<file path="src/rtl/perips_pkg.sv">
// perips_pkg: shared widths, default address map and router FSM states
package perips_pkg;
    localparam int WB_AD_WIDTH = 32;
    localparam int WB_DAT_WIDTH = 32;
    localparam logic [31:0] DEF_BASE_ADDR = 32'h1000_0000;
    localparam int DEF_SLV_SHIFT = 12;
    typedef enum logic [1:0] {IDLE, REQ, RESP_ACK, RESP_ERR} router_state_e;
endpackage

</file>
<file path="src/rtl/wb_periph_router_if.sv">
// wb_periph_router_if: single-master Wishbone link between axi2wb and the router
interface wb_periph_router_if #(
    parameter int AW = perips_pkg::WB_AD_WIDTH,
    parameter int DW = perips_pkg::WB_DAT_WIDTH
);
    logic cyc;
    logic stb;
    logic we;
    logic [AW-1:0] addr;
    logic [DW-1:0] wdata;
    logic [DW/8-1:0] sel;
    logic [DW-1:0] rdata;
    logic ack;
    logic err;
    modport master(output cyc, stb, we, addr, wdata, sel, input rdata, ack, err);
    modport slave(input cyc, stb, we, addr, wdata, sel, output rdata, ack, err);
endinterface

</file>
<file path="src/rtl/wb_addr_decode.sv">
// wb_addr_decode: maps a byte address onto a fixed-stride slave index
module wb_addr_decode #(
    parameter int NUM_SLAVES = 7,
    parameter int AW = 32,
    parameter logic [AW-1:0] BASE_ADDR = '0,
    parameter int SLV_SHIFT = 12,
    parameter int IW = 3
) (
    input  logic [AW-1:0] addr,
    output logic [IW-1:0] idx,
    output logic mapped
);
    logic [AW-1:0] off;
    logic [AW-1:0] slot;
    assign off = addr - BASE_ADDR;
    assign slot = off >> SLV_SHIFT;
    assign mapped = (addr >= BASE_ADDR) && (slot < AW'(NUM_SLAVES));
    assign idx = slot[IW-1:0];
endmodule

</file>
<file path="src/rtl/wb_periph_router.sv">
// wb_periph_router: registered Wishbone router with unmapped-error, timeout watchdog and error status
module wb_periph_router
    import perips_pkg::*;
#(
    parameter int NUM_SLAVES = 7,
    parameter int WB_AD_WIDTH = perips_pkg::WB_AD_WIDTH,
    parameter int WB_DAT_WIDTH = perips_pkg::WB_DAT_WIDTH,
    parameter logic [WB_AD_WIDTH-1:0] BASE_ADDR = perips_pkg::DEF_BASE_ADDR,
    parameter int SLV_SHIFT = perips_pkg::DEF_SLV_SHIFT,
    parameter int TIMEOUT_CYC = 255,
    parameter logic [WB_DAT_WIDTH-1:0] ERR_RDATA = 32'hDEAD_BEEF
) (
    input  logic clk,
    input  logic rst,
    wb_periph_router_if.slave chip,
    output logic [NUM_SLAVES-1:0] wbm_slave_cyc_o,
    output logic [NUM_SLAVES-1:0] wbm_slave_stb_o,
    output logic wbm_slave_we_o,
    output logic [WB_AD_WIDTH-1:0] wbm_slave_addr_o,
    output logic [WB_DAT_WIDTH-1:0] wbm_slave_wdata_o,
    output logic [WB_DAT_WIDTH/8-1:0] wbm_slave_sel_o,
    input  logic [NUM_SLAVES-1:0][WB_DAT_WIDTH-1:0] slave_wbm_rdata_i,
    input  logic [NUM_SLAVES-1:0] slave_wbm_ack_i,
    output logic [7:0] err_count_o,
    output logic [WB_AD_WIDTH-1:0] err_addr_o,
    input  logic err_clr_i
);
    localparam int IW = NUM_SLAVES > 1 ? $clog2(NUM_SLAVES) : 1;
    localparam int CW = $clog2(TIMEOUT_CYC + 1);
    router_state_e state, state_nx;
    logic [IW-1:0] idx, idx_q;
    logic mapped;
    logic [CW-1:0] cnt;
    logic [WB_DAT_WIDTH-1:0] rdata_q;
    logic req, sel_ack, tmo;
    wb_addr_decode #(
        .NUM_SLAVES(NUM_SLAVES),
        .AW(WB_AD_WIDTH),
        .BASE_ADDR(BASE_ADDR),
        .SLV_SHIFT(SLV_SHIFT),
        .IW(IW)
    ) u_dec (
        .addr(chip.addr),
        .idx(idx),
        .mapped(mapped)
    );
    assign req = chip.cyc & chip.stb;
    assign sel_ack = slave_wbm_ack_i[idx_q];
    assign tmo = cnt == CW'(TIMEOUT_CYC);
    assign chip.rdata = rdata_q;
    // state register
    always_ff @(posedge clk) begin
        state <= rst ? IDLE : state_nx;
    end
    // next state and decoded outputs; master abort beats ack, ack beats timeout
    always_comb begin
        state_nx = state;
        unique case (state)
            IDLE: state_nx = !req ? IDLE : mapped ? REQ : RESP_ERR;
            REQ: state_nx = !chip.cyc ? IDLE : sel_ack ? RESP_ACK : tmo ? RESP_ERR : REQ;
            default: state_nx = IDLE;
        endcase
        chip.ack = state == RESP_ACK;
        chip.err = state == RESP_ERR;
        wbm_slave_cyc_o = state == REQ ? NUM_SLAVES'(1) << idx_q : '0;
        wbm_slave_stb_o = wbm_slave_cyc_o;
    end
    // request latch, watchdog counter and response data
    always_ff @(posedge clk) begin
        if (rst) begin
            idx_q <= '0;
            cnt <= '0;
            rdata_q <= '0;
            wbm_slave_we_o <= 1'b0;
            wbm_slave_addr_o <= '0;
            wbm_slave_wdata_o <= '0;
            wbm_slave_sel_o <= '0;
        end else begin
            if (state == IDLE && req) begin
                idx_q <= idx;
                cnt <= '0;
                wbm_slave_we_o <= chip.we;
                wbm_slave_addr_o <= chip.addr;
                wbm_slave_wdata_o <= chip.wdata;
                wbm_slave_sel_o <= chip.sel;
                rdata_q <= mapped ? rdata_q : ERR_RDATA;
            end
            if (state == REQ) begin
                cnt <= cnt + 1'b1;
                rdata_q <= sel_ack ? slave_wbm_rdata_i[idx_q] : tmo ? ERR_RDATA : rdata_q;
            end
        end
    end
    // sticky error status; a clear beats an error being logged in the same cycle
    always_ff @(posedge clk) begin
        if (rst || err_clr_i) begin
            err_count_o <= '0;
            err_addr_o <= '0;
        end else if (state == RESP_ERR) begin
            err_count_o <= err_count_o + {7'd0, ~&err_count_o};
            err_addr_o <= wbm_slave_addr_o;
        end
    end
endmodule

</file>
<file path="src/flat_wrapper.sv">
// flat-port wrapper written by rule: the top's interface ports become plain ports
module wb_periph_router_flat import perips_pkg::*;
#(
    parameter int NUM_SLAVES = 7,
    parameter int WB_AD_WIDTH = perips_pkg::WB_AD_WIDTH,
    parameter int WB_DAT_WIDTH = perips_pkg::WB_DAT_WIDTH,
    parameter logic [WB_AD_WIDTH-1:0] BASE_ADDR = perips_pkg::DEF_BASE_ADDR,
    parameter int SLV_SHIFT = perips_pkg::DEF_SLV_SHIFT,
    parameter int TIMEOUT_CYC = 255,
    parameter logic [WB_DAT_WIDTH-1:0] ERR_RDATA = 32'hDEAD_BEEF
)
  (clk, rst, wbm_slave_cyc_o, wbm_slave_stb_o, wbm_slave_we_o, wbm_slave_addr_o, wbm_slave_wdata_o, wbm_slave_sel_o, slave_wbm_rdata_i, slave_wbm_ack_i, err_count_o, err_addr_o, err_clr_i, chip_cyc, chip_stb, chip_we, chip_addr, chip_wdata, chip_sel, chip_rdata, chip_ack, chip_err);
  wb_periph_router_if chip_i ();
  input  logic clk;
  input  logic rst;
  output logic [NUM_SLAVES-1:0] wbm_slave_cyc_o;
  output logic [NUM_SLAVES-1:0] wbm_slave_stb_o;
  output logic wbm_slave_we_o;
  output logic [WB_AD_WIDTH-1:0] wbm_slave_addr_o;
  output logic [WB_DAT_WIDTH-1:0] wbm_slave_wdata_o;
  output logic [WB_DAT_WIDTH/8-1:0] wbm_slave_sel_o;
  input  logic [NUM_SLAVES-1:0][WB_DAT_WIDTH-1:0] slave_wbm_rdata_i;
  input  logic [NUM_SLAVES-1:0] slave_wbm_ack_i;
  output logic [7:0] err_count_o;
  output logic [WB_AD_WIDTH-1:0] err_addr_o;
  input  logic err_clr_i;
  input wire logic [$bits(chip_i.cyc)-1:0] chip_cyc;
  input wire logic [$bits(chip_i.stb)-1:0] chip_stb;
  input wire logic [$bits(chip_i.we)-1:0] chip_we;
  input wire logic [$bits(chip_i.addr)-1:0] chip_addr;
  input wire logic [$bits(chip_i.wdata)-1:0] chip_wdata;
  input wire logic [$bits(chip_i.sel)-1:0] chip_sel;
  output wire logic [$bits(chip_i.rdata)-1:0] chip_rdata;
  output wire logic [$bits(chip_i.ack)-1:0] chip_ack;
  output wire logic [$bits(chip_i.err)-1:0] chip_err;
  assign chip_i.cyc = chip_cyc;
  assign chip_i.stb = chip_stb;
  assign chip_i.we = chip_we;
  assign chip_i.addr = chip_addr;
  assign chip_i.wdata = chip_wdata;
  assign chip_i.sel = chip_sel;
  assign chip_rdata = chip_i.rdata;
  assign chip_ack = chip_i.ack;
  assign chip_err = chip_i.err;
  wb_periph_router #(.NUM_SLAVES(NUM_SLAVES), .WB_AD_WIDTH(WB_AD_WIDTH), .WB_DAT_WIDTH(WB_DAT_WIDTH), .BASE_ADDR(BASE_ADDR), .SLV_SHIFT(SLV_SHIFT), .TIMEOUT_CYC(TIMEOUT_CYC), .ERR_RDATA(ERR_RDATA)) u_core (.clk(clk), .rst(rst), .chip(chip_i), .wbm_slave_cyc_o(wbm_slave_cyc_o), .wbm_slave_stb_o(wbm_slave_stb_o), .wbm_slave_we_o(wbm_slave_we_o), .wbm_slave_addr_o(wbm_slave_addr_o), .wbm_slave_wdata_o(wbm_slave_wdata_o), .wbm_slave_sel_o(wbm_slave_sel_o), .slave_wbm_rdata_i(slave_wbm_rdata_i), .slave_wbm_ack_i(slave_wbm_ack_i), .err_count_o(err_count_o), .err_addr_o(err_addr_o), .err_clr_i(err_clr_i));
endmodule
</file>
<file path="config.mk">
export PLATFORM = sky130hd
export DESIGN_NAME = wb_periph_router_flat
export DESIGN_NICKNAME = d
export VERILOG_FILES = /design/src/rtl/perips_pkg.sv /design/src/rtl/wb_periph_router_if.sv /design/src/rtl/wb_addr_decode.sv /design/src/rtl/wb_periph_router.sv /design/src/flat_wrapper.sv
export SDC_FILE = /design/constraint.sdc
export NUM_CORES = 1
export LEC_CHECK = 0
export CAP_MARGIN = 15
export CORE_AREA = 2 2 181 183
export DETAILED_ROUTE_END_ITERATION = 16
export DIE_AREA = 0 0 183 185
export GPL_TIMING_DRIVEN = 0
export REMOVE_ABC_BUFFERS = 1
export SYNTH_ARGS = -nofsm -noshare
export SYNTH_HDL_FRONTEND = slang
export SYNTH_SLANG_ARGS = --single-unit
</file>
<file path="constraint.sdc">
create_clock -name clk -period 1.8 [get_ports clk]
set_input_delay 0.36 -clock clk [delete_from_list [all_inputs] [get_ports clk]]
set_output_delay 0.36 -clock clk [all_outputs]
set_load 0.1 [all_outputs]
</file>
# --- After elaboration in Yosys (flattened, before gate mapping) ---
# Index checks and enable logic that the tools add are counted.
word_totals:
  ff_bits: 154
  input_bits: 305
  output_inout_bits: 157
  wordCells: 50
op_classes:
  n_reduce_logical: 8
  n_shift: 1
  eq_ne: 6
  order_cmp: 3
  muxes: 18
  addsub: 3
  n_bitwise: 1
ops:
  columns: ["operator", "n"]
  rows:
  - ["32-bit two-way mux", 6]
  - ["32-bit binary-select mux with 3-bit select", 1]
  - ["32-bit by 29-bit >= comparator with 1-bit output, second input constant", 1]
  - ["32-bit by 29-bit subtractor with 32-bit output, second input constant", 1]
  - ["20-bit by 3-bit < comparator with 1-bit output, second input constant", 1]
  - ["8-bit two-way mux", 2]
  - ["2-bit two-way mux", 5]
  - ["8-bit by 1-bit adder with 8-bit output", 1]
  - ["8-bit by 1-bit adder with 8-bit output, second input constant", 1]
  - ["8-bit == test, second input constant", 1]
  - ["8-bit AND reduction", 1]
  - ["7-bit two-way mux", 1]
  - ["1-bit by 3-bit left shift with 7-bit output, first input constant", 1]
  - ["2-bit == test, second input constant", 2]
  - ["3-bit by 4-bit < comparator with 1-bit output, second input constant", 1]
  - ["2-bit case mux with 2 select lines", 1]
  - ["1-bit binary-select mux with 3-bit select", 1]
  - ["3-bit by 1-bit != test with 1-bit output, second input constant", 1]
  - ["3-bit AND reduction", 1]
  - ["2-bit by 1-bit == test with 1-bit output, second input constant", 1]
  - ["1-bit logical AND", 2]
  - ["2-bit zero test", 1]
  - ["2-bit != test, second input constant", 1]
  - ["2-bit nonzero test", 1]
  - ["4 further kinds", 4]

# --- Depth between registers and ports, before layout ---
logic_depth:
  depth_word: 6
  depth_mapped: 8
  ltp_nobuf: 8

# --- Hierarchy ---
# Synthesis repeated with hierarchy kept, for this count alone.
unflattened:
  hier_cells: 942
  area_unflattened_um2: 8006.4
modules_own_cells:
  columns: ["mod", "area_each_um2", "cells_each", "instances", "seq_area_each_um2"]
  rows:
  - ["wb_periph_router", 7923.8, 929, 1, 3083.0]
  - ["wb_addr_decode", 82.6, 13, 1, 0.0]

# --- Worst setup path before layout ---
# No wires, ideal clock.
synth_timing:
  kind: "reg-to-output"
  startpoint: "register u_core.idx_q[0]"
  endpoint: "output port wbm_slave_stb_o[5]"
  slack_ns: -2.696
  n_path_buf: 2
  stages_incl_launch_ff: 5
  required_ns: 1.440
  t_arrival_ns: 4.136
  cell_sequence: "dfxtp_1 -> buf_2 -> nand2_1 -> nor3_1 -> buf_4"
synth_between:
  elab_chain_len: 2
synth_rtl:
  columns: ["element", "line_no", "text"]
  rows:
  - ["from (decl)", "wb_periph_router.sv:31", "logic [IW-1:0] idx, idx_q;"]
  - ["from (signal assigned)", "wb_periph_router.sv:80", "idx_q <= idx;"]
  - ["1-bit by 3-bit left shift with 7-bit output", "wb_periph_router.sv:65", "wbm_slave_cyc_o = state == REQ ? NUM_SLAVES'(1) << idx_q : '0;"]
  - ["7-bit two-way mux", "wb_periph_router.sv:65", null]
  - ["to (decl)", "flat_wrapper.sv:17", "output logic [NUM_SLAVES-1:0] wbm_slave_stb_o;"]
# Every way passes these cells.

# --- Worst setup path in the final report ---
layout_timing:
  startpoint: "register u_core.idx_q[1]"
  endpoint: "output port wbm_slave_cyc_o[0]"
layout_between:
  elab_chain_len: 2
layout_rtl:
  columns: ["element", "line_no", "text"]
  rows:
  - ["1-bit by 3-bit left shift with 7-bit output", "wb_periph_router.sv:65", null]
  - ["7-bit two-way mux", "wb_periph_router.sv:65", null]
  - ["to (decl)", "flat_wrapper.sv:16", "output logic [NUM_SLAVES-1:0] wbm_slave_cyc_o;"]
# Every way passes these cells.

==> out/qor.csv <==
metric,value,unit
multi_input_area,5110,sq um
cpPeakStageDelay,0.37,ns
clkPwrFrac,33.5,%
worst_path_max_delay_cell,dfxtp_4,
slew_headroom,40.5,%
cap_violations,0,
start_util,24.6,%
synth_edf_count,0,
hold_ws,0.291,ns
clock_path_buffers,2,
ys.flop_type,dfxtp_1,
violations,setup timing,
core,32000,sq um
regArea,3050,sq um
min_period,2.04,ns
grt_pass1_vias,9056,
grt_pass1_wl,55700,um
cts_tree,done,
place.gp.congestion,0.856,
antenna_found_initial,2,
port_buffers,461,
p_sw_share,35.8,%
hold_buffers,0,
drt_iter0_drc,515,
ios,462,
fin_util,50.2,%
drtAntennaViolNets,0,
yosysWarnings,0,
end_kind,output port,
slew_violations,0,
status,finished with violations,
drive_above_1_share,33.6,%
wl_per_cell,21.1,um
die_w,183,um
clkTransAtPathRegs,0.07,ns
hold_path.class,in -> reg,
finalNetCount,1755,
area_growth,104,%
cts_root_buf,clkbuf_16,
num_vias,9147,
pwr-share-seq,33.0,%
hold_violations,0,
comb_power_share,33.5,%
synth_cells,943,
p_int,6950,uW
postSynth.asyncResetShare,0,%
powerDensity,672,nW/um^2
cts_max_level,4,
first_pass_iters,5,
synthesis.area,7890,sq um
worstSetupPathType,reg -> out,
crit_required,1.44,ns
fin_worst_skew,0.0147,ns
finalSetupViolCount,90,
die_area,33900,sq um
ys_seq_elements,151,
rsz0062_at_grt,true,
path_max_fanout,4,
cp-start-kind,flip-flop,
peakVddDrop,0.590,mV
synth.distinct_cells,54,
power.leakage,0.00577,uW
grt.overflow.total,0,
cp.arrival,1.68,ns
drc_errors,0,
grt_max_degree,60,
rows,66,
switchingPower,3870,uW
hpwl,25000,um
avgSynthCellArea,8.37,sq um
via_per_inst,4.89,
cp_common_cell,buf_12,
fmax,0.490,GHz
crit_chain,buf_12 -> buf_8 -> buf_6 -> nor3_4 -> buf_12,
clk_latency,0.42,ns
cts-buffers-inserted,17,
tightest_slew,0.893,ns
cts_sinks,151,
setup_ws,-0.239,ns
ys_seq_area_share,38.3,%
finalCritPeriodShare,113,%
die_h,185,um
fillers,2973,
grtUsageTotal,21.7,%
wirelength,39400,um
==> worst max-delay path, delay by kind of cell (launching register included) <==
kind	cells	cell delay (ns)
and+or+nand+nor	1	0.30
buffers and inverters	4	0.60
DFF	1	0.37
==> final timing paths <==
check | start | endpoint | slack (ns) | cells after the start
worst max-delay path | u_core.idx_q[1]$_SDFFE_PP0P_ | wbm_slave_cyc_o[0] | -0.24 | 5
worst min-delay path | chip_addr[28] | u_core.wbm_slave_addr_o[28]$_SDFFE_PP0P_ | 0.29 | 3
worst max register to register | u_core.idx_q[0]$_SDFFE_PP0P_ | u_core.chip.rdata[25]$_SDFFE_PP0P_ | -0.17 | 9
worst min register to register | u_core.err_addr_o[25]$_SDFFE_PP0P_ | u_core.err_addr_o[25]$_SDFFE_PP0P_ | 0.45 | 2
==> metrics by stage <==
step	cell area (sq um)	std cells	setup TNS, ns	setup slack [ns]	total power, uW
final	16100	1870	-7.49	-0.239	10800
after global routing	16100	1868	-12.29	-0.306	11200
after CTS	15400	1845	-7.97	-0.280	10700
after detailed placement	12900	1736	-145.77	-1.77	6680
after global placement	12600	1722	-1233.91	-11.28	6660
after floorplan	7450	853	-592.46	-6.54	5390
==> what timing repair did <==
item / in CTS / in global routing
pin swaps: 48 / 90
endpoints found under the setup margin: 300 / 95
resized for setup: 716 / 146
gates cloned: 16 / 7
buffers inserted: 62 / 26
==> kinds of logic after synthesis <==
family | Yosys count | share of synthesized area [%]
simple gates | 297 | 15.5
compound gates | 247 | 23.7
flops | 151 | 38.3
buf+inv | 148 | 8.39
mux | 92 | 13.1
xor+xnor | 5 | 0.555
fa+ha+maj | 3 | 0.476
==> power by group through the flow <==
stage / Clock, uW / Combinational [uW] / Sequential (uW)
global route: 3860 / 3760 / 3590
CTS: 3720 / 3430 / 3570
detailed placement: 0 / 3000 / 3680
global placement: 0 / 2930 / 3730
finish: 3620 / 3620 / 3570
floorplan: 0 / 692 / 4700
==> layout make-up <==
class / instances / area share (%)
inverters: 58 / 1.52
repair buffers: 573 / 40.9
flip-flops and latches: 151 / 18.9
well taps: 408 / 3.17
clock inverters: 15 / 0.980
clock buffers: 17 / 2.64
multi-input cells: 646 / 31.8
diodes: 2 / 0.0311
==> synthesized netlist by cell type (8+ instances only) <==
master / number / area (sq um)
a22oi_1: 24 / 180
buf_4: 11 / 82.6
clkbuf_1: 48 / 180
a211oi_1: 24 / 180
dfxtp_1: 151 / 3020
mux2i_1: 80 / 801
a21oi_1: 110 / 551
buf_2: 22 / 110
o221ai_1: 32 / 280
o211ai_1: 8 / 60.1
nor2_1: 27 / 101
inv_1: 56 / 210
a311oi_2: 21 / 315
nand2_1: 227 / 852
mux4_2: 8 / 180
==> sequential cells by signal, summed over array words and instances, names as in the netlist <==
signal / flops
u_core.cnt: 8
u_core.wbm_slave_we_o: 1
u_core.state: 2
u_core.idx_q: 2
u_core.wbm_slave_sel_o: 4
u_core.chip.rdata: 32
u_core.err_addr_o: 32
u_core.wbm_slave_wdata_o: 32
u_core.wbm_slave_addr_o: 30
u_core.err_count_o: 8
==> metal layers <==
layer	vias to the layer above	part of all wire (%)	track usage, %
met2	295	50	37.9
li1	4333	-	-
met4	0	1.3	4.13
met3	31	4.2	3.76
met1	4488	44	28.2
met5	-	0	0
==> cell usage in the layout, fill, tap and decap left out, types with 8 or more instances in the layout <==
cell type,Yosys,routed
buf_6,5,23
buf_16,0,14
a311oi_2,21,24
buf_12,0,35
a22oi_1,24,24
a211oi_2,0,14
mux4_2,8,8
o221ai_1,32,30
buf_4,11,47
a21oi_2,0,38
a211oi_4,0,8
a21oi_1,110,71
dfxtp_1,151,143
o211ai_1,8,8
nand2_4,0,25
inv_1,56,56
clkbuf_16,0,24
clkdlybuf4s15_2,0,130
clkdlybuf4s50_1,0,295
mux2i_1,80,79
nand2_1,227,193
nor2_1,27,24
o32ai_2,6,9
Note: power is estimated with default switching activity, not from simulation.
